==> src/rtl/dmem_initiator_if.sv <==
// Command, response and data-memory port signals of the dmem initiator.
// master is the initiator's view; slave is the command source / memory side.
interface dmem_initiator_if #(
  parameter int XLEN = 64
);
  logic            cmd_valid;
  logic            cmd_ready;
  logic [1:0]      cmd_op;
  logic [XLEN-1:0] cmd_addr;
  logic [XLEN-1:0] cmd_data;
  logic [7:0]      cmd_mask;

  logic            rsp_valid;
  logic            rsp_ready;
  logic [XLEN-1:0] rsp_data;
  logic            rsp_err;

  logic            load_a_valid;
  logic            load_a_ready;
  logic [XLEN-1:0] load_a_addr;
  logic            load_d_valid;
  logic [XLEN-1:0] load_d_data;

  logic            wvalid;
  logic            wready;
  logic [XLEN-1:0] waddr;
  logic [XLEN-1:0] wdata;
  logic [7:0]      wmask;

  modport master (
    input  cmd_valid, cmd_op, cmd_addr, cmd_data, cmd_mask,
    output cmd_ready,
    output rsp_valid, rsp_data, rsp_err,
    input  rsp_ready,
    output load_a_valid, load_a_addr,
    input  load_a_ready, load_d_valid, load_d_data,
    output wvalid, waddr, wdata, wmask,
    input  wready
  );

  modport slave (
    output cmd_valid, cmd_op, cmd_addr, cmd_data, cmd_mask,
    input  cmd_ready,
    input  rsp_valid, rsp_data, rsp_err,
    output rsp_ready,
    input  load_a_valid, load_a_addr,
    output load_a_ready, load_d_valid, load_d_data,
    input  wvalid, waddr, wdata, wmask,
    output wready
  );
endinterface

==> src/rtl/dmem_initiator.sv <==
// Turns write/read/check commands into dmem port accesses, one outstanding; write 2 cycles, read 4 + memory latency.
// Every request/response is held stable until its ready; cmd_ready is only high in IDLE.
module dmem_initiator #(
  parameter int XLEN    = 64,
  parameter int TIMEOUT = 255,
  parameter int CNT_W   = 16
) (
  input  logic             clk,
  input  logic             rstn,
  dmem_initiator_if.master bus,
  output logic             busy,
  output logic [CNT_W-1:0] mismatch_cnt
);
  localparam logic [2:0] S_IDLE  = 3'd0;
  localparam logic [2:0] S_WREQ  = 3'd1;
  localparam logic [2:0] S_RREQ  = 3'd2;
  localparam logic [2:0] S_RWAIT = 3'd3;
  localparam logic [2:0] S_RSP   = 3'd4;

  localparam int          NB       = (XLEN / 8 < 8) ? XLEN / 8 : 8;
  localparam logic [15:0] TMO_LAST = 16'(TIMEOUT - 1);

  logic [2:0]       state;
  logic             init_q;
  logic             is_check;
  logic [XLEN-1:0]  addr_q;
  logic [XLEN-1:0]  data_q;
  logic [7:0]       mask_q;
  logic [XLEN-1:0]  rsp_data_q;
  logic             rsp_err_q;
  logic [15:0]      tmo_cnt;
  logic             miscmp;
  logic [CNT_W-1:0] cnt_inc;

  // Byte-wise compare of returned data against the expected word, masked lanes only.
  always_comb begin
    miscmp = 1'b0;
    for (int i = 0; i < NB; i++) begin
      if (mask_q[i] && (bus.load_d_data[8*i +: 8] != data_q[8*i +: 8])) begin
        miscmp = 1'b1;
      end
    end
  end

  assign cnt_inc = (&mismatch_cnt) ? mismatch_cnt : mismatch_cnt + CNT_W'(1);

  always_ff @(posedge clk) begin
    if (!rstn) begin
      state        <= S_IDLE;
      init_q       <= 1'b0;
      is_check     <= 1'b0;
      addr_q       <= '0;
      data_q       <= '0;
      mask_q       <= '0;
      rsp_data_q   <= '0;
      rsp_err_q    <= 1'b0;
      tmo_cnt      <= '0;
      mismatch_cnt <= '0;
    end else begin
      // init_q keeps cmd_ready low for every cycle that reset is held
      init_q <= 1'b1;
      case (state)
        S_IDLE: begin
          if (bus.cmd_valid && init_q) begin
            addr_q   <= bus.cmd_addr;
            data_q   <= bus.cmd_data;
            mask_q   <= bus.cmd_mask;
            is_check <= (bus.cmd_op == 2'd2);
            state    <= (bus.cmd_op == 2'd0) ? S_WREQ : S_RREQ;
          end
        end
        S_WREQ: begin
          if (bus.wready) state <= S_IDLE;
        end
        S_RREQ: begin
          if (bus.load_a_ready) begin
            tmo_cnt <= '0;
            state   <= S_RWAIT;
          end
        end
        S_RWAIT: begin
          if (bus.load_d_valid) begin
            rsp_data_q <= bus.load_d_data;
            rsp_err_q  <= is_check && miscmp;
            if (is_check && miscmp) mismatch_cnt <= cnt_inc;
            state      <= S_RSP;
          end else if (tmo_cnt == TMO_LAST) begin
            rsp_data_q   <= '0;
            rsp_err_q    <= 1'b1;
            mismatch_cnt <= cnt_inc;
            state        <= S_RSP;
          end else begin
            tmo_cnt <= tmo_cnt + 16'd1;
          end
        end
        S_RSP: begin
          if (bus.rsp_ready) begin
            rsp_err_q <= 1'b0;
            state     <= S_IDLE;
          end
        end
        default: state <= S_IDLE;
      endcase
    end
  end

  assign bus.cmd_ready    = (state == S_IDLE) && init_q;
  assign bus.wvalid       = (state == S_WREQ);
  assign bus.waddr        = addr_q;
  assign bus.wdata        = data_q;
  assign bus.wmask        = mask_q;
  assign bus.load_a_valid = (state == S_RREQ);
  assign bus.load_a_addr  = addr_q;
  assign bus.rsp_valid    = (state == S_RSP);
  assign bus.rsp_data     = rsp_data_q;
  assign bus.rsp_err      = rsp_err_q;
  assign busy             = (state != S_IDLE);
endmodule

==> src/flat_wrapper.sv <==
// flat-port wrapper written by rule: the top's interface ports become plain ports
module dmem_initiator_flat 
#(
  parameter int XLEN    = 64,
  parameter int TIMEOUT = 255,
  parameter int CNT_W   = 16
)
  (clk, rstn, busy, mismatch_cnt, bus_cmd_valid, bus_cmd_op, bus_cmd_addr, bus_cmd_data, bus_cmd_mask, bus_cmd_ready, bus_rsp_valid, bus_rsp_data, bus_rsp_err, bus_rsp_ready, bus_load_a_valid, bus_load_a_addr, bus_load_a_ready, bus_load_d_valid, bus_load_d_data, bus_wvalid, bus_waddr, bus_wdata, bus_wmask, bus_wready);
  dmem_initiator_if #(.XLEN(XLEN)) bus_i ();
  input  logic clk;
  input  logic rstn;
  output logic busy;
  output logic [CNT_W-1:0] mismatch_cnt;
  input wire logic [$bits(bus_i.cmd_valid)-1:0] bus_cmd_valid;
  input wire logic [$bits(bus_i.cmd_op)-1:0] bus_cmd_op;
  input wire logic [$bits(bus_i.cmd_addr)-1:0] bus_cmd_addr;
  input wire logic [$bits(bus_i.cmd_data)-1:0] bus_cmd_data;
  input wire logic [$bits(bus_i.cmd_mask)-1:0] bus_cmd_mask;
  output wire logic [$bits(bus_i.cmd_ready)-1:0] bus_cmd_ready;
  output wire logic [$bits(bus_i.rsp_valid)-1:0] bus_rsp_valid;
  output wire logic [$bits(bus_i.rsp_data)-1:0] bus_rsp_data;
  output wire logic [$bits(bus_i.rsp_err)-1:0] bus_rsp_err;
  input wire logic [$bits(bus_i.rsp_ready)-1:0] bus_rsp_ready;
  output wire logic [$bits(bus_i.load_a_valid)-1:0] bus_load_a_valid;
  output wire logic [$bits(bus_i.load_a_addr)-1:0] bus_load_a_addr;
  input wire logic [$bits(bus_i.load_a_ready)-1:0] bus_load_a_ready;
  input wire logic [$bits(bus_i.load_d_valid)-1:0] bus_load_d_valid;
  input wire logic [$bits(bus_i.load_d_data)-1:0] bus_load_d_data;
  output wire logic [$bits(bus_i.wvalid)-1:0] bus_wvalid;
  output wire logic [$bits(bus_i.waddr)-1:0] bus_waddr;
  output wire logic [$bits(bus_i.wdata)-1:0] bus_wdata;
  output wire logic [$bits(bus_i.wmask)-1:0] bus_wmask;
  input wire logic [$bits(bus_i.wready)-1:0] bus_wready;
  assign bus_i.cmd_valid = bus_cmd_valid;
  assign bus_i.cmd_op = bus_cmd_op;
  assign bus_i.cmd_addr = bus_cmd_addr;
  assign bus_i.cmd_data = bus_cmd_data;
  assign bus_i.cmd_mask = bus_cmd_mask;
  assign bus_cmd_ready = bus_i.cmd_ready;
  assign bus_rsp_valid = bus_i.rsp_valid;
  assign bus_rsp_data = bus_i.rsp_data;
  assign bus_rsp_err = bus_i.rsp_err;
  assign bus_i.rsp_ready = bus_rsp_ready;
  assign bus_load_a_valid = bus_i.load_a_valid;
  assign bus_load_a_addr = bus_i.load_a_addr;
  assign bus_i.load_a_ready = bus_load_a_ready;
  assign bus_i.load_d_valid = bus_load_d_valid;
  assign bus_i.load_d_data = bus_load_d_data;
  assign bus_wvalid = bus_i.wvalid;
  assign bus_waddr = bus_i.waddr;
  assign bus_wdata = bus_i.wdata;
  assign bus_wmask = bus_i.wmask;
  assign bus_i.wready = bus_wready;
  dmem_initiator #(.XLEN(XLEN), .TIMEOUT(TIMEOUT), .CNT_W(CNT_W)) u_core (.clk(clk), .rstn(rstn), .bus(bus_i), .busy(busy), .mismatch_cnt(mismatch_cnt));
endmodule
==> config.mk <==
export PLATFORM = sky130hd
export DESIGN_NAME = dmem_initiator_flat
export DESIGN_NICKNAME = d
export VERILOG_FILES = /design/src/rtl/dmem_initiator_if.sv /design/src/rtl/dmem_initiator.sv /design/src/flat_wrapper.sv
export SDC_FILE = /design/constraint.sdc
export NUM_CORES = 1
export LEC_CHECK = 0
export BUFFER_PORTS_ARGS = -buffer_cell sky130_fd_sc_hd__buf_2
export CORE_AREA = 2 2 195 197
export CTS_CLUSTER_DIAMETER = 80
export DETAILED_ROUTE_END_ITERATION = 10
export DIE_AREA = 0 0 197 199
export GPL_TIMING_DRIVEN = 0
export SYNTH_ARGS = -nofsm -noshare
export SYNTH_HDL_FRONTEND = slang
export SYNTH_SLANG_ARGS = --single-unit
==> constraint.sdc <==
create_clock -name clk -period 2.6 [get_ports clk]
set_input_delay 0.13 -clock clk [delete_from_list [all_inputs] [get_ports clk]]
set_output_delay 0.13 -clock clk [all_outputs]
set_load 0.005 [all_outputs]
* After elaboration in Yosys (flattened, before gate mapping)
Cells that the tools add are included.
Widths: inputs -> output; s select.
** Operators by class
- Equal/unequal tests :: 22
- Add/subtract/negate cells :: 2
- Mux-type cells :: 31
- Reduce and logical (&&, ||, !) cells :: 24
** Operators with widths (count)
- $mux 64 :: 2
- $mux 16 :: 7
- $ne 8x8->1 :: 8
- $add 16x1->16 const B :: 2
- $pmux 16 s2 :: 1
- $mux 3 :: 6
- $eq 16x8->1 const B :: 1
- $reduce_and 16->1 :: 1
- $pmux 3 s5 :: 1
- $mux 1 :: 12
- $logic_and 1x1->1 :: 11
- $ne 2x1->1 const B :: 5
- $eq 3x2->1 const B :: 2
- $reduce_and 3->1 :: 2
- $reduce_bool 2->1 :: 3
- $reduce_and 5->1 :: 1
- $ne 2x2->1 const B :: 2
- $reduce_and 2->1 :: 2
- $reduce_and 4->1 :: 1
- $eq 3x1->1 const B :: 1
- $eq 3x3->1 const B :: 1
- $logic_not 3->1 :: 1
- $ne 3x2->1 const B :: 1
- $reduce_bool 3->1 :: 1
- 4 further kinds :: 4
** Storage, ports and cells
- Input port bits :: 209
- Register bits :: 238
- Word-level logic and storage cells :: 89

* Logic depth before layout (Yosys ltp)
Gate-level depths: netlist of the first run.
- Depth in word-level cells :: 13
- Depth in mapped cells :: 11

* Worst setup path after synthesis of the first run
Ideal clock, no wire load.
- Kind :: reg2reg
- Start :: reg u_core.tmo_cnt[0]
- End :: reg u_core.tmo_cnt[7]
- Cell stages (with the launch flop) :: 12
- Clock period less this slack :: 2.137 ns
- Setup slack :: 0.463 ns
- Data arrival time :: 2.009 ns
- Setup time :: 0.128 ns
- Cell sequence :: dfxtp_1 -> inv_1 -> ha_1 -> nor4b_2 -> a41oi_2 -> mux2i_1 -> nor3b_4 -> and4_1 -> buf_2 -> nand4_1 -> xor2_1 -> nor2_1
** On the way
- Cells in the longest elaborated chain, start to end :: 4
- Elaborated cells between the ends (all ways) :: 7
- Those cells by class :: add/sub: 1; eq/ne: 2; mux: 3; reduce/logical: 1
** RTL lines
- from (decl) :: line dmem_initiator.sv:31 : logic [15:0] tmo_cnt;
- from (signal assigned) :: line dmem_initiator.sv:93 : tmo_cnt <= tmo_cnt + 16'd1;
- $add 16x1->16 :: line dmem_initiator.sv:93
- $mux 16 :: line dmem_initiator.sv:87 : end else if (tmo_cnt == TMO_LAST) begin
- $mux 16 :: line dmem_initiator.sv:82 : if (bus.load_d_valid) begin
- $pmux 16 s2 :: line dmem_initiator.sv:62 : case (state)
Several ways; a longest one is shown, not always the timed one. The select of a mux whose other input is x is not followed.
A chain may end at the register's enable or synchronous reset.

* Worst setup path in the final report of the first run
Ends and elaborated chain as after synthesis.

==> results of run 1 <==
power breakdown:
part	switching [mW]	internal (mW)
logic	0.816	0.803
registers	0.152	3.82
clock network	1.56	2.23
total	2.53	6.84
critical path, cell delays in order, from the launching register on:
cell and delay (ns):
dfxtp_1 0.37, inv_1 0.09, ha_1 0.20, nor4b_2 0.16
a41oi_2 0.24, mux2i_1 0.15, nor3b_4 0.34, and4_1 0.22
buf_2 0.17, nand4_1 0.14, xor2_1 0.17, nor2_1 0.05
cell usage in the layout (no fill, tap or decap), types with 4 or more instances in the layout:
cell type      instances
buf_2                500
nand3_1               11
a21oi_1              147
clkbuf_8               7
a22oi_1               64
clkbuf_16             29
o21ai_0               11
xnor2_1               68
buf_4                 66
dlygate4sd3_1        206
and3_1                 5
nand4_1               25
clkbuf_2               8
xor2_1                10
nor2_1                91
clkbuf_1              64
inv_1                  7
buf_1                  4
mux2i_1               12
nand2b_1              12
nand2_1              297
and2_1                 5
dfxtp_1              238
state kept, by name, indices dropped and copies added, names as in the netlist, 3 cells and up:
signal	count
u_core.bus.wmask	8
u_core.bus.load_a_addr	64
u_core.state	3
u_core.tmo_cnt	16
u_core.mismatch_cnt	16
u_core.bus.wdata	64
u_core.bus.rsp_data	64
synthesized netlist by cell type, types with 2 or more instances:
cell type and count:
o21ai_0 12, nand3b_1 3, nor3_1 3, or3_1 3, ha_1 3, dfxtp_1 238
nand2_1 297, nand4_1 25, a21oi_1 147, nor3b_1 3, nor2_1 91, a211oi_1 2
and3_1 5, nor2b_1 3, mux2i_1 12, clkbuf_1 63, buf_6 2, buf_4 64
buf_2 2, buf_1 9, nand2b_1 12, o21ai_1 2, a21o_1 2, xnor2_1 69
nand3_1 11, inv_1 7, a22oi_1 64, xor2_1 10, and2_1 5
area by class of cell:
type / instances / area share
tap: 474 / 0.03718
inverter: 7 / 0.001647
antenna: 1 / 0.0001569
buffer: 139 / 0.04980
timing repair buffer: 702 / 0.2852
multi-input combinational: 804 / 0.2725
clock inverter: 3 / 0.001176
clock buffer: 45 / 0.05365
sequential: 238 / 0.2987
worst paths after layout:
check / endpoint / startpoint / slack [ns] / cells past startpoint
worst max-delay path: u_core.tmo_cnt[7] / u_core.tmo_cnt[0] / 0.17 / 11
worst min-delay path: u_core.bus.rsp_err / bus_load_d_valid / 0.04 / 3
worst max register to register: u_core.tmo_cnt[7] / u_core.tmo_cnt[0] / 0.17 / 11
worst min register to register: u_core.bus.rsp_err / u_core.bus.rsp_err / 0.47 / 2
kinds of logic (layout without fill, tap and decap cells):
| family | Yosys count | in the layout | synth area share |
|---|---|---|---|
| compound gates | 238 | 238 | 0.1447 |
| simple gates | 472 | 472 | 0.2064 |
| mux | 12 | 12 | 0.01213 |
| flops | 238 | 238 | 0.4813 |
| fa+ha+maj | 3 | 3 | 0.003792 |
| buf+inv | 147 | 896 | 0.08177 |
| other cells | 0 | 1 | 0 |
| xor+xnor | 79 | 79 | 0.06989 |
stage by stage:
step,worst slack [ns],utilization,cells,power [mW]
global route,0.004337,0.4295,2412,9.805
finish,0.1658,0.4296,2413,9.377
floorplan,0.4633,-,1189,4.677
CTS,0.04448,0.4286,2410,9.482
global placement,-0.5737,0.3491,2157,5.382
detailed placement,-0.6045,0.3491,2157,5.398
per-layer routing:
metal	GRT usage	part of all wire	vias up
li1	-	-	5363
met1	0.2484	0.42	5199
met2	0.3592	0.49	422
met3	0.04612	0.065	77
met4	0.06906	0.029	0
met5	0	0	-
what timing repair did:
item	4_1_cts	5_1_grt
hold buffers	206	0
buffers inserted	0	2
endpoints found under the setup margin	147	67
resized for setup	9	13
pin swaps	0	1
hold endpoints to repair	213	0
==> flow_summary_export.csv, run 1 <==
group,metric,value,unit
worst_hold_path,hold_class,"primary input to flop",
timing,drv_slew,0,
global_route,grt_max_degree,16,
clock_tree,cts_tree,"done",
setup_path,required,3.03,ns
clock_tree,clockBufferDepth,3,
global_route,grt_pass1_vias,10698,
global_route,grt_first_pass_wirelength,61730,µm
yosys,yosys.area.top_type_share,0.4813,
clock_tree,cts_inserted_buffers,28,
global_route,track_usage,0.2052,
yosys,ys_async_sr_fraction,0,
global_route,antenna_found_initial,1,
routing,wl_per_cell,17.55,µm
layout,regArea,0.004765,mm²
setup_path,cp-end-kind,"flop",
timing,hold_ws,0.04363,ns
yosys,synth.top_cells.by_area,"dfxtp_1 48%, nand2_1 11%, a21oi_1 7.4%",
layout,num-nets-final,2132,
pwr,powerDensity,587.8,mW/mm²
timing,slew_headroom,0.3614,
layout,syn_to_final_growth,61.15,%
routing,post-route-drc-count,0,
status,outcome,"finished, final reports clean",
global_route,globalRouteOverflowTotal,0,
die,row_count,71,
die,dieArea,0.03920,mm²
clock_tree,root_buffer,"clkbuf_16",
clock_tree,clock_sinks,238,
routing,via_per_inst,4.584,
routing,detail_route.wirelength,42340,µm
timing,setup_tns,0,ns
flow_run,drv_cap,0,
die,start_util,0.2666,
yosys,synthCells,1189,
place,gp_congestion,0.8150,
yosys,syn_area_per_cell,8.326,µm²
timing,hold_viol,0,
yosys,synthesis.nets,1401,
die,die_w,197,µm
pwr,total_leakage_power,7.202,nW
layout,drive_gt1_frac,0.3256,
layout,final_cell_area,0.01595,mm²
timing,min_period_over_period,0.9362,
place,placed_cell_area,0.01296,mm²
timing,min_period,2.434,ns
setup_path,cp.arrival,2.86,ns
yosys,ys_warn_count,0,
timing,max_freq,410.8,MHz
yosys,yosysTopAreaCell,"dfxtp_1",
clock_tree,htreeDepth,1,
pwr,ir_drop,0.4182,mV
routing,ant_nets,0,
yosys,synth_flop_cell,"dfxtp_1",
timing,rsz0062_at_grt,"false",
die,io_pins,495,
yosys,syn_area,0.009899,mm²
place,port_buffers,494,
yosys,synth-seq-cells,238,
routing,drtIter0Drc,554,
routing,first_pass_iters,5,
setup_path,startpoint_type,"flop",
setup_path,worstPathMaxFanout,7,
routing,num_vias,11061,
layout,fillers,3669,
timing,worst_pin_slew,0.9580,ns
die,core-area,0.03713,mm²
timing,fin_worst_skew,0.01628,ns
yosys,synth-edff-count,0,
layout,multi_input_area,0.004348,mm²
clock_tree,clk_pin_slew,0.06,ns
setup_path,path_class,"flop to flop",
place,hpwl,31530,µm
clock_tree,insertion_delay,0.55,ns
die,die_h,199,µm
timing,setup_viol,0,
yosys,synthDistinctLibCells,49,
yosys,ys_seq_area_frac,0.4813,
(Power assumes the default switching activity.)
==> inputs of run 2 (changes only) <==
==> constraint.sdc (replaced) <==
create_clock -name clk -period 2.6 [get_ports clk]
set_input_delay 0.13 -clock clk [delete_from_list [all_inputs] [get_ports clk]]
set_output_delay 0.13 -clock clk [all_outputs]
set_load 0.1 [all_outputs]
==> run 2 against run 1 <==
Against the previous run:
- count of clock-buffer cells in the layout down 2
- cell count up 0.17%
- critical path depth unchanged
- clock power up 1%
- maximum frequency up 1.6%
- non-clock buffer count up 1
- worst hold slack better by 0.015 ns
- power up 19%
- via count up 0.87%
- wire length up 3.3%
- critical path type unchanged
- largest power group unchanged
==> flow_summary_export.csv, run 2 (same netlist as run 1, synthesis figures left out) <==
group,metric,value,unit
status,outcome,"finished, final reports clean",
pwr,ir_drop,0.5193,mV
timing,fin_worst_skew,0.009385,ns
timing,rsz0062_at_grt,"false",
routing,num_vias,11157,
clock_tree,htreeDepth,1,
global_route,grt_first_pass_wirelength,63340,µm
setup_path,path_class,"flop to flop",
die,dieArea,0.03920,mm²
place,port_buffers,494,
setup_path,cp_slowest_cell,"dfxtp_1",
place,hpwl,31940,µm
clock_tree,clk_pin_slew,0.06,ns
setup_path,reg2regPathDepth,11,
flow_run,drv_cap,0,
timing,min_period_over_period,0.9212,
pwr,p_total,11.15,mW
setup_path,cp.depth,11,
layout,mostFrequentLayoutCell,"buf_2",
die,die_h,199,µm
timing,setup_viol,0,
timing,hold_viol,0,
pwr,p_sw_frac,0.3825,
place,post-place-ws,-0.5709,ns
pwr,total_leakage_power,7.234,nW
setup_path,crit_path_start,"u_core.tmo_cnt[0]",
layout,drive_gt1_frac,0.3285,
setup_path,rrSetupSlack,0.20,ns
die,row_count,71,
layout,syn_to_final_growth,61.48,%
layout,num-nets-final,2133,
clock_tree,cts_tree,"done",
routing,first_pass_iters,5,
pwr,powerDensity,697.4,mW/mm²
setup_path,cp-end-kind,"flop",
timing,slew_headroom,0.3060,
setup_path,timing.rr.end,"u_core.tmo_cnt[11]",
setup_path,worstPathMaxFanout,6,
setup_path,startpoint_type,"flop",
setup_path,required,3.02,ns
die,core-area,0.03713,mm²
clock_tree,clockBufferDepth,3,
setup_path,critical_path_buf_inv_count,2,
routing,via_per_inst,4.616,
global_route,grt_max_degree,16,
routing,post-route-drc-count,0,
die,die_w,197,µm
die,io_pins,495,
routing,drtIter0Drc,507,
place,placed_cell_area,0.01297,mm²
routing,detail_route.wirelength,43740,µm
setup_path,cpPeakStageDelay,0.36,ns
pwr,p_sw,4.264,mW
global_route,globalRouteOverflowTotal,0,
layout,final_cell_mix,"500 x buf_2, 297 x nand2_1, 238 x dfxtp_1",
pwr,combPwrFrac,0.299,
global_route,grt_pass1_vias,11022,
setup_path,cp.arrival,2.82,ns
timing,setup_slack,0.2048,ns
pwr,power_frac_seq,0.356,
setup_path,crit_family,"simple AND/OR/NAND/NOR gates",
routing,wl_per_cell,18.10,µm
timing,setup_tns,0,ns
die,start_util,0.2666,
clock_tree,clock_sinks,238,
timing,drv_slew,0,
worst_hold_path,hold_class,"primary input to flop",
clock_tree,cts_inserted_buffers,28,
timing,worst_pin_slew,1.041,ns
setup_path,regToRegStartpoint,"u_core.tmo_cnt[0]",
routing,ant_nets,0,
global_route,antenna_found_initial,1,
pwr,pwr-share-clk,0.345,
timing,max_freq,417.5,MHz
clock_tree,insertion_delay,0.55,ns
place,gp_congestion,0.8438,
global_route,track_usage,0.2092,
layout,final_util,0.4305,
setup_path,crit_end,"u_core.tmo_cnt[11]",
layout,final_cell_area,0.01599,mm²
clock_tree,root_buffer,"clkbuf_16",
pwr,p_int,6.884,mW
setup_path,worstPathCellList,"inv_1, ha_1, nor4b_2, a41oi_2, mux2i_1, nor3b_4, and4_1, buf_2, nand3_1, xor2_1, nor2_1",
timing,min_period,2.395,ns
## run 2: how the worst min path moves through the flow
stage,startpoint,end,cells past startpoint,slack [ns]
floorplan,rstn,u_core.init_q,0,0.16
global placement,rstn,u_core.init_q,1,0.34
detailed placement,rstn,u_core.init_q,1,0.34
CTS,bus_load_d_valid,u_core.bus.rsp_err,3,0.03
global route,bus_load_d_valid,u_core.bus.rsp_err,3,0.05
finish,bus_load_d_valid,u_core.bus.rsp_err,3,0.06
## run 2: area by class of cell
cell class | count | area, µm²
multi-input combinational | 804 | 4354
sequential | 238 | 4765
inverter | 7 | 26.28
timing repair buffer | 703 | 4557
tap | 474 | 593.1
clock buffer | 43 | 818.3
clock inverter | 8 | 71.32
fill | 3646 | 21150
buffer | 139 | 798.3
antenna | 1 | 2.502
## run 2: repair_timing
action | CTS | global route
endpoints found under the setup margin | 147 | 67
pin swaps | 0 | 1
resized for setup | 9 | 19
hold buffers | 206 | 0
hold endpoints to repair | 213 | 0
buffers inserted | 0 | 3
## run 2: routing by layer
layer  GRT usage  vias up  wire [µm]
met5           0        -          0
met4     0.08243        0       1453
met3     0.04307       96       2948
met2      0.3740      457      21730
met1      0.2448     5231      17610
li1            -     5373          -
## run 2: power groups by stage
stage | logic [mW] | clock network, mW | registers (mW)
floorplan | 1.25 | 0 | 5.13
global placement | 3.05 | 0 | 4.04
detailed placement | 3.06 | 0 | 4.04
CTS | 3.32 | 3.94 | 3.96
global route | 3.49 | 4.09 | 3.99
finish | 3.34 | 3.84 | 3.97
## run 2: worst min-delay path: stages
cell and delay [ns]:
buf_2 0.22, a21o_1 0.15, a21oi_1 0.05
## run 2: metrics by stage
stage                     hold WS (ns)  std cells
after floorplan                 0.1577       1189
after global placement          0.3399       2157
after detailed placement        0.3396       2157
after CTS                      0.02554       2413
after global routing           0.05155       2417
final                          0.05867       2417
==> inputs of run 3 (changes only) <==
--- a/config.mk
+++ b/config.mk
@@ -6,10 +6,10 @@
 export NUM_CORES = 1
 export LEC_CHECK = 0
 export BUFFER_PORTS_ARGS = -buffer_cell sky130_fd_sc_hd__buf_2
-export CORE_AREA = 2 2 195 197
+export CORE_AREA = 2 2 193 195
 export CTS_CLUSTER_DIAMETER = 80
 export DETAILED_ROUTE_END_ITERATION = 10
-export DIE_AREA = 0 0 197 199
+export DIE_AREA = 0 0 195 197
 export GPL_TIMING_DRIVEN = 0
 export SYNTH_ARGS = -nofsm -noshare
 export SYNTH_HDL_FRONTEND = slang
==> constraint.sdc (replaced) <==
create_clock -name clk -period 2.9 [get_ports clk]
set_input_delay 0.145 -clock clk [delete_from_list [all_inputs] [get_ports clk]]
set_output_delay 0.145 -clock clk [all_outputs]
set_load 0.1 [all_outputs]
==> run 3 against run 2 <==
Against the previous run:
- clock power fell by 2%
- die area decreased by 2.0%
- flip-flop and latch count unchanged
- combinational power down 11%
- highest routed layer unchanged
- maximum frequency down 8.8%
==> flow_summary_export.csv, run 3 (same netlist as run 1, synthesis figures left out) <==
group,metric,value,unit
status,outcome,"finished, final reports clean",
global_route,grt_pass1_vias,10996,
global_route,track_usage,0.2120,
clock_tree,cts_inserted_buffers,28,
clock_tree,clock_sinks,238,
routing,via_per_inst,4.584,
global_route,grt_max_degree,14,
global_route,antenna_found_initial,1,
setup_path,path_class,"flop to flop",
place,placed_cell_area,0.01297,mm²
die,row_count,70,
global_route,grt_first_pass_wirelength,63300,µm
setup_path,regToRegStartpoint,"u_core.bus.wdata[42]",
layout,drive_gt1_frac,0.3268,
timing,hold_viol,0,
setup_path,crit_top_cell,"nand4_1",
layout,mostFrequentLayoutCell,"buf_2",
die,dieArea,0.03842,mm²
setup_path,timing.rr.end,"u_core.mismatch_cnt[10]",
timing,worst_pin_slew,0.8895,ns
global_route,globalRouteOverflowTotal,0,
timing,min_period_over_period,0.9057,
setup_path,worstPathCellList,"xnor2_1, nand4_1, o21ai_1, nand4_1, o21ai_2, a21oi_4, buf_6, nor3b_2, mux2i_1",
setup_path,rrSetupSlack,0.27,ns
timing,min_period,2.626,ns
layout,syn_to_final_growth,61.73,%
routing,ant_nets,0,
routing,detail_route.wirelength,42910,µm
layout,final_cell_mix,"498 x buf_2, 297 x nand2_1, 238 x dfxtp_1",
pwr,total_leakage_power,7.232,nW
timing,drv_slew,0,
setup_path,cp.arrival,3.05,ns
timing,setup_viol,0,
routing,drtIter0Drc,415,
clock_tree,cts_setup_buffers,0,
setup_path,cp_slowest_cell,"xnor2_1",
worst_hold_path,hold_class,"primary input to flop",
setup_path,reg2regPathDepth,9,
setup_path,worstPathMaxFanout,10,
clock_tree,insertion_delay,0.55,ns
setup_path,cp-end-kind,"flop",
timing,slew_headroom,0.4070,
clock_tree,clk_pin_slew,0.06,ns
die,core-area,0.03626,mm²
setup_path,crit_path_start,"u_core.bus.wdata[42]",
timing,rsz0062_at_grt,"false",
die,die_h,197,µm
die,start_util,0.2730,
clock_tree,cts_tree,"done",
routing,post-route-drc-count,0,
flow_run,drv_cap,0,
pwr,ir_drop,0.4237,mV
timing,fin_worst_skew,0.01077,ns
setup_path,startpoint_type,"flop",
setup_path,required,3.33,ns
routing,first_pass_iters,5,
setup_path,cpPeakStageDelay,0.48,ns
setup_path,crit_end,"u_core.mismatch_cnt[10]",
timing,max_freq,380.7,MHz
timing,setup_tns,0,ns
clock_tree,root_buffer,"clkbuf_16",
place,hpwl,31890,µm
die,io_pins,495,
clock_tree,clockBufferDepth,3,
pwr,p_total,10.29,mW
die,die_w,195,µm
layout,num-nets-final,2128,
pwr,powerDensity,643.0,mW/mm²
clock_tree,htreeDepth,1,
routing,num_vias,11029,
layout,final_util,0.4415,
layout,final_cell_area,0.01601,mm²
place,port_buffers,494,
place,gp_congestion,0.8539,
routing,wl_per_cell,17.83,µm
## run 3: metrics by stage
step | setup WS, ns | hold slack [ns] | std cells
2_1_floorplan | 0.2243 | 0.1727 | 1189
3_3_place_gp | -0.08976 | 0.3516 | 2151
3_5_place_dp | -0.1245 | 0.3487 | 2151
4_1_cts | 0.08317 | 0.001195 | 2406
5_1_grt | 0.1315 | 0.02928 | 2406
6_report | 0.2736 | 0.02662 | 2406
## run 3: timing repair
| action | 4_1_cts | 5_1_grt |
|---|---|---|
| hold buffers | 204 | 0 |
| gates resized for setup | 5 | 6 |
| pin swaps | 0 | 0 |
| hold endpoints to repair | 208 | 0 |
| endpoints found under the setup margin | 26 | 27 |
## run 3: critical path, delay by kind of cell (launching register included)
family	cells	cell delay, ns
AO/OA/AOI/OAI	3	0.90
XOR/XNOR	1	0.48
buffers and inverters	1	0.16
flip-flops	1	0.33
multiplexers	1	0.12
AND/OR/NAND/NOR	3	0.51
## run 3: report_power, final
part / switching, mW / internal [mW] / leakage, nW
combinational: 2.27 / 0.716 / 4.80
clock: 1.45 / 2.31 / 0.498
sequential: 0.131 / 3.42 / 1.93
total: 3.85 / 6.44 / 7.23
## run 3: how the worst min path moves through the flow
stage	from	to	slack (ns)	cells past startpoint
floorplan	rstn	u_core.init_q	0.17	0
global route	bus_load_a_ready	u_core.tmo_cnt[6]	0.03	3
detailed placement	rstn	u_core.init_q	0.35	1
finish	bus_load_a_ready	u_core.tmo_cnt[14]	0.03	3
global placement	rstn	u_core.init_q	0.35	1
CTS	bus_load_a_ready	u_core.tmo_cnt[14]	0.001	3
## run 3: area by class of cell
class / instances / area [µm²]
multi-input combinational: 804 / 4339
inverter: 7 / 26.28
clock inverter: 15 / 188.9
buffer: 139 / 787.0
sequential: 238 / 4765
fill: 3550 / 20250
timing repair buffer: 698 / 4514
antenna: 1 / 2.502
tap: 468 / 585.6
clock buffer: 36 / 802.0
## run 3: routing by layer
layer	vias to the layer above	track usage	wire length, µm
met5	-	0	0
met4	0	0.06418	1295
met3	76	0.04363	2675
met2	429	0.3890	21540
met1	5160	0.2474	17400
li1	5364	-	-
